==> src/rtl/ysyx_24090018_lsu_pkg.sv <==
// Shared encodings for the load/store unit: funct3 widths, FSM states, exception causes.
package ysyx_24090018_lsu_pkg;

  localparam logic [2:0] LB  = 3'b000;
  localparam logic [2:0] LH  = 3'b001;
  localparam logic [2:0] LW  = 3'b010;
  localparam logic [2:0] LBU = 3'b100;
  localparam logic [2:0] LHU = 3'b101;
  localparam logic [2:0] SB  = 3'b000;
  localparam logic [2:0] SH  = 3'b001;
  localparam logic [2:0] SW  = 3'b010;

  localparam logic [1:0] CAUSE_NONE   = 2'b00;
  localparam logic [1:0] CAUSE_LD_MIS = 2'b01;
  localparam logic [1:0] CAUSE_ST_MIS = 2'b10;
  localparam logic [1:0] CAUSE_ILL    = 2'b11;

  typedef enum logic [1:0] {
    IDLE   = 2'b00,
    REQ    = 2'b01,
    WAIT_R = 2'b10,
    RESP   = 2'b11
  } lsu_state_e;

  function automatic logic load_f3_legal(input logic [2:0] f3);
    return (f3 == LB) || (f3 == LH) || (f3 == LW) || (f3 == LBU) || (f3 == LHU);
  endfunction

  function automatic logic store_f3_legal(input logic [2:0] f3);
    return (f3 == SB) || (f3 == SH) || (f3 == SW);
  endfunction

  // Halfwords need a[0]=0, words need a[1:0]=0; bytes are always aligned.
  function automatic logic is_misaligned(input logic [2:0] f3, input logic [1:0] a);
    return ((f3[1:0] == 2'b01) && a[0]) || ((f3[1:0] == 2'b10) && (a != 2'b00));
  endfunction

endpackage

==> src/rtl/ysyx_24090018_load_align.sv <==
// Selects the addressed byte/half lane of a read word and sign- or zero-extends it.
module ysyx_24090018_load_align
  import ysyx_24090018_lsu_pkg::*;
(
  input  logic [31:0] rdata_i,
  input  logic [1:0]  addr_lo_i,
  input  logic [2:0]  funct3_i,
  output logic [31:0] data_o
);

  logic [31:0] lane;

  assign lane = rdata_i >> {addr_lo_i, 3'b000};

  always_comb begin
    data_o = rdata_i;
    case (funct3_i)
      LB:      data_o = {{24{lane[7]}}, lane[7:0]};
      LH:      data_o = {{16{lane[15]}}, lane[15:0]};
      LBU:     data_o = {24'h0, lane[7:0]};
      LHU:     data_o = {16'h0, lane[15:0]};
      default: data_o = rdata_i;
    endcase
  end

endmodule

==> src/rtl/ysyx_24090018_lsu.sv <==
// EX-stage load/store unit: one op in flight, req/ready/rvalid memory port, valid/ready write-back.
module ysyx_24090018_lsu
  import ysyx_24090018_lsu_pkg::*;
#(
  parameter int ADDR_W      = 32,
  parameter int ALIGN_CHECK = 1
) (
  input  logic              clk,
  input  logic              rst_n,
  input  logic              in_valid_i,
  output logic              in_ready_o,
  input  logic [ADDR_W-1:0] in_alu_i,
  input  logic [31:0]       in_wdata_i,
  input  logic              in_is_load_i,
  input  logic              in_is_store_i,
  input  logic [2:0]        in_funct3_i,
  input  logic [4:0]        in_rd_i,
  output logic              mem_req_o,
  output logic              mem_we_o,
  output logic [ADDR_W-1:0] mem_addr_o,
  output logic [31:0]       mem_wdata_o,
  output logic [3:0]        mem_wstrb_o,
  input  logic              mem_ready_i,
  input  logic              mem_rvalid_i,
  input  logic [31:0]       mem_rdata_i,
  output logic              wb_valid_o,
  input  logic              wb_ready_i,
  output logic [31:0]       wb_data_o,
  output logic [4:0]        wb_rd_o,
  output logic              wb_we_o,
  output logic              wb_exc_o,
  output logic [1:0]        wb_cause_o
);

  lsu_state_e        state_q, state_d;
  logic [ADDR_W-1:0] addr_q, addr_d;
  logic [31:0]       wdata_q, wdata_d;
  logic [3:0]        wstrb_q, wstrb_d;
  logic              mem_we_q, mem_we_d;
  logic [2:0]        funct3_q, funct3_d;
  logic [4:0]        rd_q, rd_d;
  logic [31:0]       wb_data_q, wb_data_d;
  logic              wb_we_q, wb_we_d;
  logic              wb_exc_q, wb_exc_d;
  logic [1:0]        cause_q, cause_d;

  logic [ADDR_W-1:0] a_eff;
  logic              f3_legal;
  logic              mis;
  logic [31:0]       ld_data;

  // Without alignment checking the address is snapped to the access size instead.
  always_comb begin
    a_eff = in_alu_i;
    if (ALIGN_CHECK == 0) begin
      if (in_funct3_i[1:0] == 2'b01) a_eff[0] = 1'b0;
      else if (in_funct3_i[1:0] == 2'b10) a_eff[1:0] = 2'b00;
    end
  end

  assign f3_legal = in_is_load_i ? load_f3_legal(in_funct3_i) : store_f3_legal(in_funct3_i);
  assign mis      = (ALIGN_CHECK != 0) && is_misaligned(in_funct3_i, in_alu_i[1:0]);

  ysyx_24090018_load_align u_load_align (
    .rdata_i   (mem_rdata_i),
    .addr_lo_i (addr_q[1:0]),
    .funct3_i  (funct3_q),
    .data_o    (ld_data)
  );

  always_comb begin
    state_d   = state_q;
    addr_d    = addr_q;
    wdata_d   = wdata_q;
    wstrb_d   = wstrb_q;
    mem_we_d  = mem_we_q;
    funct3_d  = funct3_q;
    rd_d      = rd_q;
    wb_data_d = wb_data_q;
    wb_we_d   = wb_we_q;
    wb_exc_d  = wb_exc_q;
    cause_d   = cause_q;
    unique case (state_q)
      IDLE: begin
        if (in_valid_i) begin
          funct3_d = in_funct3_i;
          rd_d     = in_rd_i;
          wb_exc_d = 1'b0;
          cause_d  = CAUSE_NONE;
          if (!in_is_load_i && !in_is_store_i) begin
            wb_data_d = 32'(in_alu_i);
            wb_we_d   = (in_rd_i != 5'd0);
            state_d   = RESP;
          end else if (!f3_legal || mis) begin
            // Faults report the address exactly as the ALU produced it.
            wb_data_d = 32'(in_alu_i);
            wb_we_d   = 1'b0;
            wb_exc_d  = 1'b1;
            cause_d   = !f3_legal ? CAUSE_ILL : (in_is_load_i ? CAUSE_LD_MIS : CAUSE_ST_MIS);
            state_d   = RESP;
          end else begin
            addr_d   = a_eff;
            mem_we_d = !in_is_load_i;
            wdata_d  = in_wdata_i;
            wstrb_d  = 4'b0000;
            if (!in_is_load_i) begin
              case (in_funct3_i)
                SB: begin
                  wdata_d = {4{in_wdata_i[7:0]}};
                  wstrb_d = 4'b0001 << a_eff[1:0];
                end
                SH: begin
                  wdata_d = {2{in_wdata_i[15:0]}};
                  wstrb_d = 4'b0011 << a_eff[1:0];
                end
                default: wstrb_d = 4'b1111;
              endcase
            end
            state_d = REQ;
          end
        end
      end
      REQ: begin
        if (mem_ready_i) begin
          if (mem_we_q) begin
            wb_data_d = 32'h0;
            wb_we_d   = 1'b0;
            state_d   = RESP;
          end else begin
            state_d = WAIT_R;
          end
        end
      end
      WAIT_R: begin
        if (mem_rvalid_i) begin
          wb_data_d = ld_data;
          wb_we_d   = (rd_q != 5'd0);
          state_d   = RESP;
        end
      end
      RESP: begin
        if (wb_ready_i) state_d = IDLE;
      end
      default: state_d = IDLE;
    endcase
  end

  always_ff @(posedge clk or negedge rst_n) begin
    if (!rst_n) begin
      state_q   <= IDLE;
      addr_q    <= '0;
      wdata_q   <= '0;
      wstrb_q   <= '0;
      mem_we_q  <= 1'b0;
      funct3_q  <= '0;
      rd_q      <= '0;
      wb_data_q <= '0;
      wb_we_q   <= 1'b0;
      wb_exc_q  <= 1'b0;
      cause_q   <= '0;
    end else begin
      state_q   <= state_d;
      addr_q    <= addr_d;
      wdata_q   <= wdata_d;
      wstrb_q   <= wstrb_d;
      mem_we_q  <= mem_we_d;
      funct3_q  <= funct3_d;
      rd_q      <= rd_d;
      wb_data_q <= wb_data_d;
      wb_we_q   <= wb_we_d;
      wb_exc_q  <= wb_exc_d;
      cause_q   <= cause_d;
    end
  end

  assign in_ready_o  = (state_q == IDLE);
  assign mem_req_o   = (state_q == REQ);
  assign mem_we_o    = (state_q == REQ) && mem_we_q;
  assign mem_wstrb_o = (state_q == REQ) ? wstrb_q : 4'b0000;
  assign mem_addr_o  = {addr_q[ADDR_W-1:2], 2'b00};
  assign mem_wdata_o = wdata_q;
  assign wb_valid_o  = (state_q == RESP);
  assign wb_data_o   = wb_data_q;
  assign wb_rd_o     = rd_q;
  assign wb_we_o     = (state_q == RESP) && wb_we_q;
  assign wb_exc_o    = (state_q == RESP) && wb_exc_q;
  assign wb_cause_o  = cause_q;

endmodule

==> config.mk <==
export PLATFORM = sky130hd
export DESIGN_NAME = ysyx_24090018_lsu
export DESIGN_NICKNAME = d
export VERILOG_FILES = /design/src/rtl/ysyx_24090018_lsu_pkg.sv /design/src/rtl/ysyx_24090018_load_align.sv /design/src/rtl/ysyx_24090018_lsu.sv
export SDC_FILE = /design/constraint.sdc
export NUM_CORES = 1
export LEC_CHECK = 0
export CORE_ASPECT_RATIO = 1.5
export CORE_MARGIN = 2
export CORE_UTILIZATION = 28
export CTS_CLUSTER_DIAMETER = 50
export CTS_CLUSTER_SIZE = 10
export DETAILED_ROUTE_END_ITERATION = 16
export PLACE_DENSITY = 0.57
export SYNTH_ARGS = -nofsm -noshare
export SYNTH_HDL_FRONTEND = slang
export SYNTH_SLANG_ARGS = --single-unit
==> constraint.sdc <==
create_clock -name clk -period 2.2 [get_ports clk]
set_input_delay 0.44 -clock clk [delete_from_list [all_inputs] [get_ports clk]]
set_output_delay 0.44 -clock clk [all_outputs]
set_load 0.02 [all_outputs]
After elaboration in Yosys (flattened, before gate mapping). Cells that the tools add are included.

Output and inout bits: 113. Memory bits (writable): 0. Register bits after elaboration: 115. Bits in read-only memories: 0. Memories: 0. Bits in latches: 0. Input bits: 112.

Div/mod/pow operators: 0. Muxes and demuxes: 35. Bitwise operators: 2. Equal/unequal tests: 18. $lt $le $gt $ge: 0. Shift operators: 3. Reduce and logical (&&, ||, !) cells: 26. Add/sub/neg operators: 0. Multipliers: 0.

Operators by type and width (count): $mux W32 (7); $pmux W32 S4 (1); $pmux W32 S3 (1); $pmux W32 S2 (1); $shr A32 B5 Y16 (1); $mux W2 (10); $eq A3 B3 Y1 const B (4); $mux W1 (10); $reduce_bool A5 Y1 (2); $mux W4 (2); $pmux W2 S4 (1); $pmux W4 S2 (1); $reduce_and A4 Y1 (2); $eq A2 B2 Y1 const B (3); $eq A3 B1 Y1 const B (2); $logic_and A1 B1 Y1 (6); $logic_not A3 Y1 (2); $logic_or A1 B1 Y1 (6); $ne A2 B1 Y1 const B (3); $reduce_and A6 Y1 (1); $eq A2 B1 Y1 const B (2); $ne A2 B2 Y1 const B (2); $shl A1 B2 Y4 const A (1); $shl A2 B2 Y4 const A (1); other kinds (9) (12).

Longest topological paths before layout. Gate-level depths: netlist of the first run.

Word-level depth: 12. Depth in mapped cells: 9. Gate-level depth less buffers: 6.

Modules after synthesis. Synthesis of the first run repeated with hierarchy kept, for this count alone.

Cell total of the unflattened synthesis: 593. Area total of the unflattened synthesis: 6337.3 um2.

Modules (own cells, without submodules): ysyx_24090018_lsu (cells an instance 487, area each 5645.4 um2, times used 1); ysyx_24090018_load_align (cells an instance 106, area each 691.9 um2, times used 1).

Least setup slack after synthesis of the first run. Ideal clock, no wire load.

Path kind: register -> register. From: register state_q[0]. To: register addr_q[0]. Buffers on the path: 3. Required time: 2.083 ns. Arrival: 1.866 ns. Setup slack: 0.217 ns. Clock period less this slack: 1.983 ns. Cell stages (with the launch flop): 10. Cell sequence: dfrtp_1 inv_1 ha_1 nand2_1 or3_1 buf_2 buf_6 buf_6 nand2_1 nand2_1.

Word-level cells in the longest chain between the ends: 2.

Ends and longest elaborated chain: from (decl) (RTL line ysyx_24090018_lsu.sv:35) `lsu_state_e state_q, state_d;`; from (signal assigned) (RTL line ysyx_24090018_lsu.sv:162) `state_q <= state_d;`; $logic_not A2 Y1; named net in_ready_o (RTL line ysyx_24090018_lsu.sv:11) `output logic in_ready_o,`; $reduce_and A4 Y1 (no source line); to (signal assigned) (RTL line ysyx_24090018_lsu.sv:163) `addr_q <= addr_d;`; to (decl) (RTL line ysyx_24090018_lsu.sv:36) `logic [ADDR_W-1:0] addr_q, addr_d;`.

The timed path passes the listed nets, and every way through them passes these cells. A chain may end at the register's enable or synchronous reset.

Worst setup path in the final report of the first run.
From: register state_q[0]. To: output port wb_valid_o.

Word-level cells in the longest chain between the ends: 1.

Ends and longest elaborated chain: $eq A2 B2 Y1 (RTL line ysyx_24090018_lsu.sv:182) `assign wb_valid_o = (state_q == RESP);`; to (decl) (RTL line ysyx_24090018_lsu.sv:26) `output logic wb_valid_o,`.

Every way passes these cells.

==> results of run 1 <==
[cell usage after synthesis, drive strengths merged]
cell       n
a22o       1
o21a       4
a31oi      4
mux2      11
o31ai      5
mux2i     33
a21oi     44
nand3b     5
nor2b      3
a21boi    23
nand2b    23
o2bb2ai    4
o2111ai    3
or4        2
or3        1
and2       8
conb       1
nor2      38
clkbuf    21
nand2    175
ha         4
a32oi      1
a221oi     1
o221a      5
inv       15
dfrtp    115
nand3     19
nor4       2
o21ai     45
a221o      7
nor3       3
buf       60
nor3b      6
a222oi     1
o22ai      1
o2111a     1
o211ai     5
[routing by layer]
layer  track usage (%)  vias up  wire length [um]
met5                 0        -                 0
met3              3.75       27              1060
li1                  -     2772                 -
met4              6.76        0               501
met2              33.0      175             11600
met1              19.8     2704              8300
[power groups by stage]
stage,Sequential (mW),Clock (mW),Combinational [mW]
floorplan,4.56,0,3.94
global placement,3.91,0,7.85
detailed placement,3.92,0,7.96
CTS,3.91,2.96,7.97
global route,4.04,3.04,9.06
finish,3.89,2.89,8.37
[worst paths after layout]
kind                             from             to  slack (ps)  depth (start not counted)
min in group clk           wstrb_q[3]     wstrb_q[3]         460                          2
max in group asynchronous       rst_n     state_q[0]        1510                          2
min reg2reg                wstrb_q[3]     wstrb_q[3]         460                          2
min                             rst_n     addr_q[16]         -10                          1
max reg2reg                state_q[0]  wb_data_o[10]          90                          9
max                        state_q[0]     wb_valid_o          70                          2
[layout by cell type (no fill, tap or decap), types with 3 or more instances in the layout]
master	netlist	routed
sky130_fd_sc_hd__nand2_1	175	175
sky130_fd_sc_hd__buf_12	0	11
sky130_fd_sc_hd__o221a_2	5	5
sky130_fd_sc_hd__a21oi_1	43	43
sky130_fd_sc_hd__and2_1	8	8
sky130_fd_sc_hd__o21a_1	4	4
sky130_fd_sc_hd__mux2_2	10	10
sky130_fd_sc_hd__nor3b_1	6	6
sky130_fd_sc_hd__bufinv_16	0	3
sky130_fd_sc_hd__a21boi_1	0	10
sky130_fd_sc_hd__dlygate4sd2_1	0	4
sky130_fd_sc_hd__dfrtp_1	115	114
sky130_fd_sc_hd__nand3b_1	5	5
sky130_fd_sc_hd__a221o_1	7	7
sky130_fd_sc_hd__clkinv_4	0	5
sky130_fd_sc_hd__a31oi_1	4	4
sky130_fd_sc_hd__o211ai_1	5	5
sky130_fd_sc_hd__nand3_1	19	19
sky130_fd_sc_hd__nand2b_1	23	23
sky130_fd_sc_hd__o2bb2ai_1	4	4
sky130_fd_sc_hd__nor2_1	38	38
sky130_fd_sc_hd__o31ai_2	3	3
sky130_fd_sc_hd__clkbuf_16	0	19
sky130_fd_sc_hd__clkdlybuf4s15_2	0	3
sky130_fd_sc_hd__o21ai_0	43	43
sky130_fd_sc_hd__buf_4	34	43
sky130_fd_sc_hd__mux2i_1	33	33
sky130_fd_sc_hd__o2111ai_1	3	3
sky130_fd_sc_hd__a21boi_0	23	13
sky130_fd_sc_hd__inv_1	15	15
sky130_fd_sc_hd__clkinvlp_4	0	3
sky130_fd_sc_hd__clkdlybuf4s50_1	0	212
sky130_fd_sc_hd__nor2b_1	3	3
[timing repair]
item	in CTS	in global routing
buffers inserted	1	4
cloned	0	3
resized for setup	16	14
pin swaps	1	2
setup endpoints to repair	40	37
[per-stage QoR]
stage	instances	area [um2]	hold WS, ps
after global placement	1166	8810	450
after global routing	1206	9560	32.6
after detailed placement	1166	8810	453
after floorplan	701	6260	144
final	1206	9560	-11.0
after CTS	1199	9430	5.88
[critical path, stage by stage, from the launching register on]
cell and delay [ps]:
sky130_fd_sc_hd__dfrtp_2 410, sky130_fd_sc_hd__ha_1 240, sky130_fd_sc_hd__clkdlybuf4s50_1 630
[final cells by class]
cell class                      instances  area (um2)
Inverter                               15        56.3
Timing Repair Buffer                  278        2820
Clock inverter                         14         181
Sequential cell                       115        2880
Fill cell                            2216       12600
Tap cell                              276         345
Multi-Input combinational cell        490        2850
Clock buffer                           18         429
[flip-flops by register name (all words and copies together) (netlist names), 2 cells and up]
signal / count
wb_data_o: 32
addr_q: 32
wstrb_q: 4
wb_rd_o: 5
mem_wdata_o: 32
funct3_q: 3
state_q: 2
wb_cause_o: 2
[kinds of logic after synthesis]
logic type | share of synthesized area, %
AO/OA/AOI/OAI | 16.4
adder cells (fa/ha/maj) | 0.800
buffers and inverters | 8.98
flip-flops | 46.0
multiplexers | 7.32
other | 0.0599
AND/OR/NAND/NOR | 20.4
==> flow_summary.json, run 1 <==
{
  "yosysSeqAreaShare_pct": 46.0,
  "final.setup_skew_ps": 10.1,
  "clk_path_buf_depth": 2,
  "pwr-share-comb_pct": 55.2,
  "htree_levels": 4,
  "intPower_mw": 8.99,
  "drt-wirelength-per-cell_um": 17.8,
  "power.total_mw": 15.1,
  "critical_path_class": "reg -> out",
  "io_pins": 225,
  "share_clk_of_total_power_pct": 19.1,
  "fin_hold_ws_ps": -11.0,
  "post-route-period-util_pct": 97.0,
  "detail_route.first_pass.iterations": 4,
  "grt_first_pass_wirelength_mm": 33.0,
  "cts_tree": "built",
  "cp.arrival_ps": 1690,
  "fmax_mhz": 469,
  "die_w_um": 126,
  "worst_rel_slew_slack_pct": 65.2,
  "grt_max_degree": 48,
  "violations": "hold timing",
  "post_cts_hold_buffer_count": 0,
  "routed-via-count": 5678,
  "yosysUniqueCellTypes": 46,
  "detailedRoute.firstIterationViolations": 294,
  "post-route-min-period_ps": 2130,
  "diodes": 0,
  "final_setup_violation_count": 0,
  "globalplace.congestion": 0.836,
  "port_buffer_cells": 222,
  "cellPowerDensity_nw_per_um2": 1580,
  "drc": 0,
  "post-place-ws_ps": -249,
  "ir_worst_vdd_mv": 0.544,
  "grt_antenna_before_repair": 0,
  "switchingPower_mw": 6.16,
  "power.switching_fraction_pct": 40.7,
  "timing.final.max_slew_violations": 0,
  "tightest_slew_ps": 522,
  "track_usage_pct": 17.8,
  "antenna_violating_nets_post_route": 0,
  "cts_inserted_buffers": 17,
  "holdCritPathClass": "in -> async",
  "drive_above_1_share_pct": 13.1,
  "final_util_pct": 43.2,
  "timing.critical_path.to_type": "primary output",
  "max_cap_violations": 0,
  "synth_area_um2": 6260,
  "worst-path-max-fanout": 4,
  "synth_area_leaders": "sky130_fd_sc_hd__dfrtp_1 (46%), sky130_fd_sc_hd__nand2_1 (11%), sky130_fd_sc_hd__mux2i_1 (5.3%), sky130_fd_sc_hd__buf_4 (4.1%), sky130_fd_sc_hd__a21oi_1 (3.4%)",
  "floorplan.rows": 67,
  "detail_route.vias_per_cell": 4.71,
  "clk_root_buffer_cell": "sky130_fd_sc_hd__clkbuf_16",
  "result_of_the_run": "finished with violations",
  "total_neg_setup_slack_ps": 0,
  "latest_clock_arrival_within_the_worst_skew_pair_ps": 410,
  "finish.net_count": 1033,
  "cp_data_required_time_ps": 1760,
  "area.growth.synth_to_final_pct": 52.7,
  "power.share.sequential_pct": 25.7,
  "netlist.top_cell.by_area": "sky130_fd_sc_hd__dfrtp_1",
  "yosys.area.top_type_share_pct": 46.0,
  "die_y_um": 187,
  "ys_ff_latch": 115,
  "placeableCoreArea_um2": 22100,
  "worst_setup_hold_path_clk_slew_ps": 60,
  "synth-warning-count": 0,
  "setup_slack_ps": 65.7,
  "setup.worst_path.start_class": "flip-flop",
  "clock_sink_count": 115,
  "hpwlAfterDp_mm": 15.9,
  "first_global_vias": 6002,
  "initial_utilization_pct": 28.3,
  "wirelength_mm": 21.4,
  "hold_viol_final": 4,
  "static-leakage-power_nw": 4.11,
  "number_of_cells_produced_by_synthesis": 700,
  "synthesis.area_per_instance_um2": 8.94,
  "design.die.area_um2": 23600,
  "grt_remaining_overflow": 0
}
No activity file was read; power rests on OpenSTA's default activity.
==> run 2, diff against run 1 <==
PLACE_DENSITY = 0.6   (was 0.57)
TNS_END_PERCENT = 100   (was unset)
==> flow_summary.json, run 2 (same netlist as run 1, synthesis figures left out) <==
{
  "post-route-period-util_pct": 95.6,
  "worst-path-max-fanout": 4,
  "design.die.area_um2": 23600,
  "io_pins": 225,
  "rsz_0062_raised_after_global_routing": "true",
  "drt-wirelength-per-cell_um": 17.7,
  "critical_path.cell_chain": "buf_4, ha_2, and2_1, dlygate4sd2_1",
  "cts_inserted_buffers": 17,
  "grt_first_pass_wirelength_mm": 32.1,
  "die_w_um": 126,
  "initial_utilization_pct": 28.3,
  "cts_tree": "built",
  "final_layout_fill_cell_count": 2224,
  "latest_clock_arrival_within_the_worst_skew_pair_ps": 410,
  "cp_data_required_time_ps": 1760,
  "dpl_cell_area_um2": 8850,
  "detail_route.vias_per_cell": 4.69,
  "mostFrequentLayoutCell": "sky130_fd_sc_hd__clkdlybuf4s50_1",
  "hpwlAfterDp_mm": 15.8,
  "drive_above_1_share_pct": 13.2,
  "max_cap_violations": 0,
  "grt_max_degree": 44,
  "antenna_violating_nets_post_route": 0,
  "cpMaxStageDelayCell": "sky130_fd_sc_hd__dfrtp_1",
  "clk_root_buffer_cell": "sky130_fd_sc_hd__clkbuf_16",
  "finalNonFillerCells": 1205,
  "grt_antenna_before_repair": 0,
  "holdCritPathClass": "reg -> reg",
  "critical_path_buf_inv_count": 2,
  "grt_remaining_overflow": 0,
  "routed-via-count": 5647,
  "detailedRoute.firstIterationViolations": 283,
  "first_global_vias": 5827,
  "globalplace.congestion": 0.848,
  "power.total_mw": 15.4,
  "final_setup_violation_count": 0,
  "wirelength_mm": 21.3,
  "area.sequential_um2": 2880,
  "cp.arrival_ps": 1660,
  "clk_path_buf_depth": 2,
  "placed_cells_incl_taps": 1167,
  "placeableCoreArea_um2": 22100,
  "final.setup_skew_ps": 8.91,
  "die_y_um": 187,
  "htree_levels": 4,
  "fmax_mhz": 476,
  "cellPowerDensity_nw_per_um2": 1600,
  "drc": 0,
  "hold_viol_final": 0,
  "track_usage_pct": 17.5,
  "tightest_slew_ps": 539,
  "mostFrequentLayoutCells": "sky130_fd_sc_hd__clkdlybuf4s50_1 (211), sky130_fd_sc_hd__nand2_1 (175), sky130_fd_sc_hd__dfrtp_1 (115)",
  "critical_path_class": "reg -> out",
  "static-leakage-power_nw": 4.16,
  "post-route-min-period_ps": 2100,
  "reg2reg_depth": 9,
  "worst_rel_slew_slack_pct": 64.1,
  "crit_family": "buffers and inverters",
  "area.growth.synth_to_final_pct": 53.7,
  "timing.critical_path.to_type": "primary output",
  "detail_route.first_pass.iterations": 4,
  "design_area_um2": 9620,
  "critical_path_depth": 4,
  "diodes": 0,
  "finish.net_count": 1032,
  "port_buffer_cells": 222,
  "worst_setup_hold_path_clk_slew_ps": 60,
  "floorplan.rows": 67,
  "clock_sink_count": 115,
  "ir_worst_vdd_mv": 0.562,
  "timing.final.max_slew_violations": 0,
  "multi_input_comb_area_um2": 2860,
  "cp_max_stage_delay_ps": 430,
  "min_path_cells": 2,
  "result_of_the_run": "complete, no violations",
  "setup.worst_path.start_class": "flip-flop"
}
## run 2: changes by cell type in the layout (fill, tap and decap cells not counted), moves of 3 or more
cell,change
sky130_fd_sc_hd__a21boi_0,-5
sky130_fd_sc_hd__a21boi_2,+3
sky130_fd_sc_hd__buf_4,-3
sky130_fd_sc_hd__clkdlybuf4s15_2,-3
sky130_fd_sc_hd__clkinv_4,-3
sky130_fd_sc_hd__dlygate4sd2_1,+3
## run 2: layer usage
layer,track usage (%),vias up,routed length [um]
li1,-,2769,-
met1,19.4,2669,8150
met2,32.0,178,11400
met3,4.09,31,1210
met4,6.80,0,601
met5,0,-,0
## run 2: metrics by stage
step / util (%) / worst slack [ps] / TNS, ps / hold WS [ps]
floorplan: - / 217 / 0 / 144
global placement: 40.0 / -178 / -11750 / 405
detailed placement: 40.0 / -231 / -14410 / 404
CTS: 43.0 / 9.10 / 0 / 477
global route: 43.5 / -25.9 / -87.0 / 486
finish: 43.5 / 97.6 / 0 / 471
## run 2: worst min-delay path: stages (launching register included)
cell                      delay, ps
sky130_fd_sc_hd__dfrtp_1        340
sky130_fd_sc_hd__nand2_1         50
sky130_fd_sc_hd__nand2_1         50
## run 2: timing repair
| item | CTS | global route |
|---|---|---|
| gates resized for setup | 11 | 25 |
| gates cloned | 0 | 3 |
| setup endpoints to repair | 9 | 25 |
| endpoints found under the hold margin | 26 | 0 |
| hold buffers | 1 | 0 |
| pin swaps | 0 | 2 |
| setup buffers | 0 | 2 |
## run 2: area by class of cell
| type | instances | share of cell area (%) |
|---|---|---|
| flip-flops and latches | 115 | 29.9 |
| multi-input cells | 490 | 29.8 |
| repair buffers | 277 | 29.4 |
| clock buffers | 19 | 4.61 |
| well taps | 276 | 3.59 |
| clock inverters | 13 | 2.15 |
| inverters | 15 | 0.585 |
## run 2: where the power goes
group / internal (mW) / switching [mW]
clock network: 2.04 / 1.03
logic: 3.99 / 4.36
registers: 3.21 / 0.726
## run 2: worst paths after layout
| check | startpoint | to | slack (ps) |
|---|---|---|---|
| max in group asynchronous | rst_n | wb_data_o[26] | 1050 |
| worst max register to register | state_q[1] | wb_data_o[16] | 100 |
| worst min register to register | addr_q[11] | addr_q[11] | 470 |
| worst max-delay path | state_q[0] | wb_we_o | 100 |
| worst min-delay path | addr_q[11] | addr_q[11] | 470 |
| min in group asynchronous | rst_n | addr_q[16] | 500 |
